===== config.mk =====
export PLATFORM = sky130hd
export DESIGN_NAME = uart_tx_sequencer
export DESIGN_NICKNAME = d
export VERILOG_FILES = /design/src/rtl/uart_tx_sequencer.sv
export SDC_FILE = /design/constraint.sdc
export NUM_CORES = 1
export LEC_CHECK = 0
export ABC_AREA = 0
export CAP_MARGIN = 30
export CORE_UTILIZATION = 50
export CTS_CLUSTER_DIAMETER = 40
export CTS_CLUSTER_SIZE = 24
export DETAILED_ROUTE_END_ITERATION = 8
export PLACE_DENSITY = 0.84
export REMOVE_ABC_BUFFERS = 1
export SLEW_MARGIN = 20
export SYNTH_ARGS = -nofsm -noshare
export SYNTH_HDL_FRONTEND = slang
export SYNTH_SLANG_ARGS = --single-unit

===== constraint.sdc =====
create_clock -name CLK -period 2 [get_ports CLK]
set_input_delay 0.6 -clock CLK [delete_from_list [all_inputs] [get_ports CLK]]
set_output_delay 0.6 -clock CLK [all_outputs]
set_load 0.1 [all_outputs]

===== src/rtl/uart_tx_sequencer.sv =====
// Control FSM for the UART transmit path: loads an external shift register bank,
// shifts it once per bit time and frames the serial line with start/stop bits.
module uart_tx_sequencer #(
  parameter int CLK_FREQUENCY = 100_000_000,
  parameter int BAUD_RATE     = 19_200,
  parameter int DATA_BITS     = 8
) (
  input  logic CLK,
  input  logic RST_N,
  input  logic SEND,
  input  logic SDATA,
  output logic LOAD,
  output logic SHIFT,
  output logic TX,
  output logic BUSY,
  output logic SENT
);

  localparam int BAUD_PERIOD = CLK_FREQUENCY / BAUD_RATE;
  localparam int TW = (BAUD_PERIOD > 1) ? $clog2(BAUD_PERIOD) : 1;
  localparam int CW = (DATA_BITS > 1) ? $clog2(DATA_BITS) : 1;
  localparam logic [TW-1:0] TIMER_MAX = TW'(BAUD_PERIOD - 1);
  localparam logic [CW-1:0] BIT_MAX   = CW'(DATA_BITS - 1);

  if (BAUD_PERIOD < 2) begin : g_bad_baud
    $error("uart_tx_sequencer: BAUD_PERIOD must be at least 2 cycles");
  end
  if (DATA_BITS < 1 || DATA_BITS > 16) begin : g_bad_bits
    $error("uart_tx_sequencer: DATA_BITS must be in 1..16");
  end

  typedef enum logic [2:0] {
    S_IDLE,
    S_START,
    S_BITS,
    S_STOP,
    S_ACK
  } state_t;

  state_t          r_state;
  logic [TW-1:0]   r_timer;
  logic [CW-1:0]   r_bitcnt;
  logic            w_tc;

  assign w_tc = (r_timer == TIMER_MAX);

  // NOTE: sequential state uses non-blocking assignments so every register
  // samples pre-edge values regardless of statement order.
  always_ff @(posedge CLK or negedge RST_N) begin
    if (!RST_N) begin
      r_state  <= S_IDLE;
      r_timer  <= '0;
      r_bitcnt <= '0;
    end else begin
      unique case (r_state)
        S_IDLE: begin
          r_timer  <= '0;
          r_bitcnt <= '0;
          if (SEND) r_state <= S_START;
        end
        S_START: begin
          if (w_tc) begin
            r_timer <= '0;
            r_state <= S_BITS;
          end else begin
            r_timer <= r_timer + TW'(1);
          end
        end
        S_BITS: begin
          if (w_tc) begin
            r_timer <= '0;
            if (r_bitcnt == BIT_MAX) begin
              r_bitcnt <= '0;
              r_state  <= S_STOP;
            end else begin
              r_bitcnt <= r_bitcnt + CW'(1);
            end
          end else begin
            r_timer <= r_timer + TW'(1);
          end
        end
        S_STOP: begin
          if (w_tc) begin
            r_timer <= '0;
            r_state <= S_ACK;
          end else begin
            r_timer <= r_timer + TW'(1);
          end
        end
        S_ACK: begin
          if (!SEND) r_state <= S_IDLE;
        end
        default: r_state <= S_IDLE;
      endcase
    end
  end

  // Line outputs decode only from registered state and the bank's registered LSB;
  // reset drives the state to IDLE asynchronously, so TX goes high without a clock.
  always_comb begin
    // NOTE: every output gets a default first so no branch can infer a latch.
    TX    = 1'b1;
    BUSY  = 1'b0;
    SENT  = 1'b0;
    LOAD  = 1'b0;
    SHIFT = 1'b0;
    unique case (r_state)
      S_IDLE:  LOAD = SEND;
      S_START: begin
        TX   = 1'b0;
        BUSY = 1'b1;
      end
      S_BITS: begin
        TX    = SDATA;
        BUSY  = 1'b1;
        SHIFT = w_tc;
      end
      S_STOP:  BUSY = 1'b1;
      S_ACK:   SENT = 1'b1;
      default: ;
    endcase
  end

endmodule


==> impl_results.md <==
* Die Ht at 48.8 um
* Core Area at 0.00200 mm2
* Startpoint types: flop
* Cell taking the most area after synthesis: dfrtp_1
* Largest net degree at the start of global routing at 20
* Yosys top cell area share at 43.5%
* Fin area at about 0.0015 mm2
* CP startpoint: r_timer[9]
* Final Setup Violations at 1
* Post-route core utilization at 73.6%
* Crit-path cells: nor4_4 -> and3_4 -> and3_4 -> buf_12
* Inst Count DP at between 150 and 200
* Ports at 9
* Crit-path max FO at 2
* Hold Path Sink: r_state[0]
* Area post-placement at 0.00134 mm2
* Clock slew at reported path FFs at 100 ps
* I/O Buffers at 8
* Final HPWL from detailed placement at 1590 um
* Final period utilization at 111%
* Dpl ws at -191 ps
* Worst-skew pair later-pin latency at around 300 ps
* Initial core utilization at 54.6%
* Hold Buf Count CTS at 0
* Die width at roughly 49 um
* Max Freq at 452 MHz
* Min-Delay Path Class: flop to flop
* Vias in the first global route at roughly 1,000
* Reg-to-Reg End: r_timer[10]
* Vias/cell at 5.68
* WL/cell at 14.6 um
* Status: finished, violations left
* GRT Total Usage at 22.7%
* Period minus WS final at 2210 ps
* Worst Hold Path Cells at 1
* Setup TNS at -214 ps
* Drt pass-1 iters at 4
* Initial antenna violation count at 0
* DRT iter0 DRCs at 19
* R2R depth at 7
* Synth warn at 0
* Leak Pwr at between 0.6 and 0.7 nW
* Vias at 960
* Clock sink count at 19
* CP Class: flop to primary output
* Most common cell after layout, fill and taps aside: buf_4
* Netlist cell types at 34
* Avg Cell Area, Syn at slightly below 10 um2
* TritonCTS clock tree: built
* CP most frequent cell: and3_4
* Clock Tree Root: clkbuf_4
* Worst slew pin tran at 443 ps
* Placement Rows at 16
* Flop-to-flop setup slack at 230 ps
* Max Root-Sink Buffers at 2
* Final Slew Violations at 0
* Worst EP required at roughly 1400 ps
* Mapped Cells at 112
* Power Total at 1.03 mW
* Sequential share of the synthesized area at 43.5%
* Worst vdd ir at 0.657 mV
* H-tree Lvls at 1
* Max-cap viol count at 0
* Setup WS post-layout at -214 ps
* Seq cells post-synth at 19
* First-pass GRT wire length at 4110 um
* Slowest stage delay, CP at 430 ps
* Critical Path End Type: primary output
* Grt ovf at 0
* Mapped cell area at 0.00109 mm2
* Final-stage net count at 150
* Hold_ws at ~570 ps
* Hold_sp: r_state[2]
* Failing checks: setup timing
* Top cells by area, synth: dfrtp_1, xnor2_1, nor2_1
* # diodes at 0
* Most frequent cells in the layout: buf_4, dfrtp_1, nor2_1, nand2_1, xnor2_1
* CP max stage cell: dfrtp_1
* RR Startpoint: r_timer[1]
* Cell area power density at 698 mW/mm2
* CTS Buf Count at 3
* Unrepaired setup endpoints after global routing: true
* Post-DRT Antenna Nets at 0
* Routed WL at 2460 um
* Layout cells sized above 1 at 36.6%
* Clock skew at 1.85 ps
* Post-Layout Cell Count at 169
* GPL Wtd Cong at between 0.7 and 0.8
* Die ar. at 0.00238 mm2
* Layout area overhead at 34.7%
* Relative slew slack at 70.3%
* Final Hold Fails at 0
* Crit path DAT at 1610 ps
* # DRC at 0
[sequential cells by signal, indices dropped and copies added (netlist names)]
register / flops
r_timer: 13
r_bitcnt: 3
r_state: 3
[cell usage after synthesis]
library cell,n
nand3_1,4
clkbuf_1,3
buf_6,1
o211ai_1,3
nand2_1,8
nor4_4,1
nand4_1,5
nor2_2,1
and4_1,1
a311oi_2,1
nand4b_2,1
nor2_1,16
nand2b_1,1
xor2_1,1
o21ai_0,5
a211oi_2,1
a31oi_2,1
dfrtp_1,19
nor4_1,2
and2_1,1
nor3b_1,2
o21bai_1,2
nor2b_1,2
nand3b_1,2
inv_1,3
nor3_1,4
buf_4,1
and4bb_2,1
ha_1,3
mux2_2,1
a21o_1,2
a22o_1,3
xnor2_1,8
and3_1,2
[repair_timing]
item	in CTS	in global routing
pin swaps	3	2
setup buffers	5	3
cloned	0	0
resized for setup	6	10
endpoints found under the setup margin	4	4
[critical path: cells and delay by family, from the launching register on]
family                 cells  cell delay [ps]
buffers and inverters      1              170
AND/OR/NAND/NOR            3              710
flip-flops                 1              430
[cells by family (layout without fill, tap and decap cells)]
| kind of cell | count (synthesis) | after routing | synth area share (%) |
|---|---|---|---|
| AO/OA/AOI/OAI | 18 | 18 | 13.2 |
| XOR/XNOR | 9 | 9 | 7.21 |
| adder cells (fa/ha/maj) | 3 | 3 | 3.43 |
| buffers and inverters | 8 | 38 | 3.78 |
| flip-flops | 19 | 19 | 43.5 |
| multiplexers | 1 | 1 | 1.03 |
| AND/OR/NAND/NOR | 54 | 54 | 27.9 |
[power by group]
part / internal (mW) / leakage, nW / switching [mW] / total [mW]
combinational: 0.176 / 0.394 / 0.151 / 0.327
clock: 0.0780 / 0.0150 / 0.119 / 0.197
sequential: 0.445 / 0.246 / 0.0597 / 0.505
[layout make-up]
class / count / area [um2]
multi-input cells: 85 / 618
fillers: 134 / 529
flip-flops and latches: 19 / 479
repair buffers: 31 / 304
well taps: 27 / 33.8
clock buffers: 4 / 26.3
inverters: 3 / 11.3
[worst max-delay path by stage]
stage / to / slack (ps) / cells after the start
finish: SHIFT / -210 / 4
global route: SHIFT / -260 / 5
CTS: SHIFT / -210 / 4
detailed placement: LOAD / -190 / 4
global placement: LOAD / -160 / 4
floorplan: SENT / -1410 / 1
[routing by layer]
metal  wire length (um)  GRT usage (%)
met4                 51           10.3
met3                 63           1.89
met1               1040           25.1
met5                  0              0
met2               1310           43.3
No activity file was read; power rests on OpenSTA's default activity.
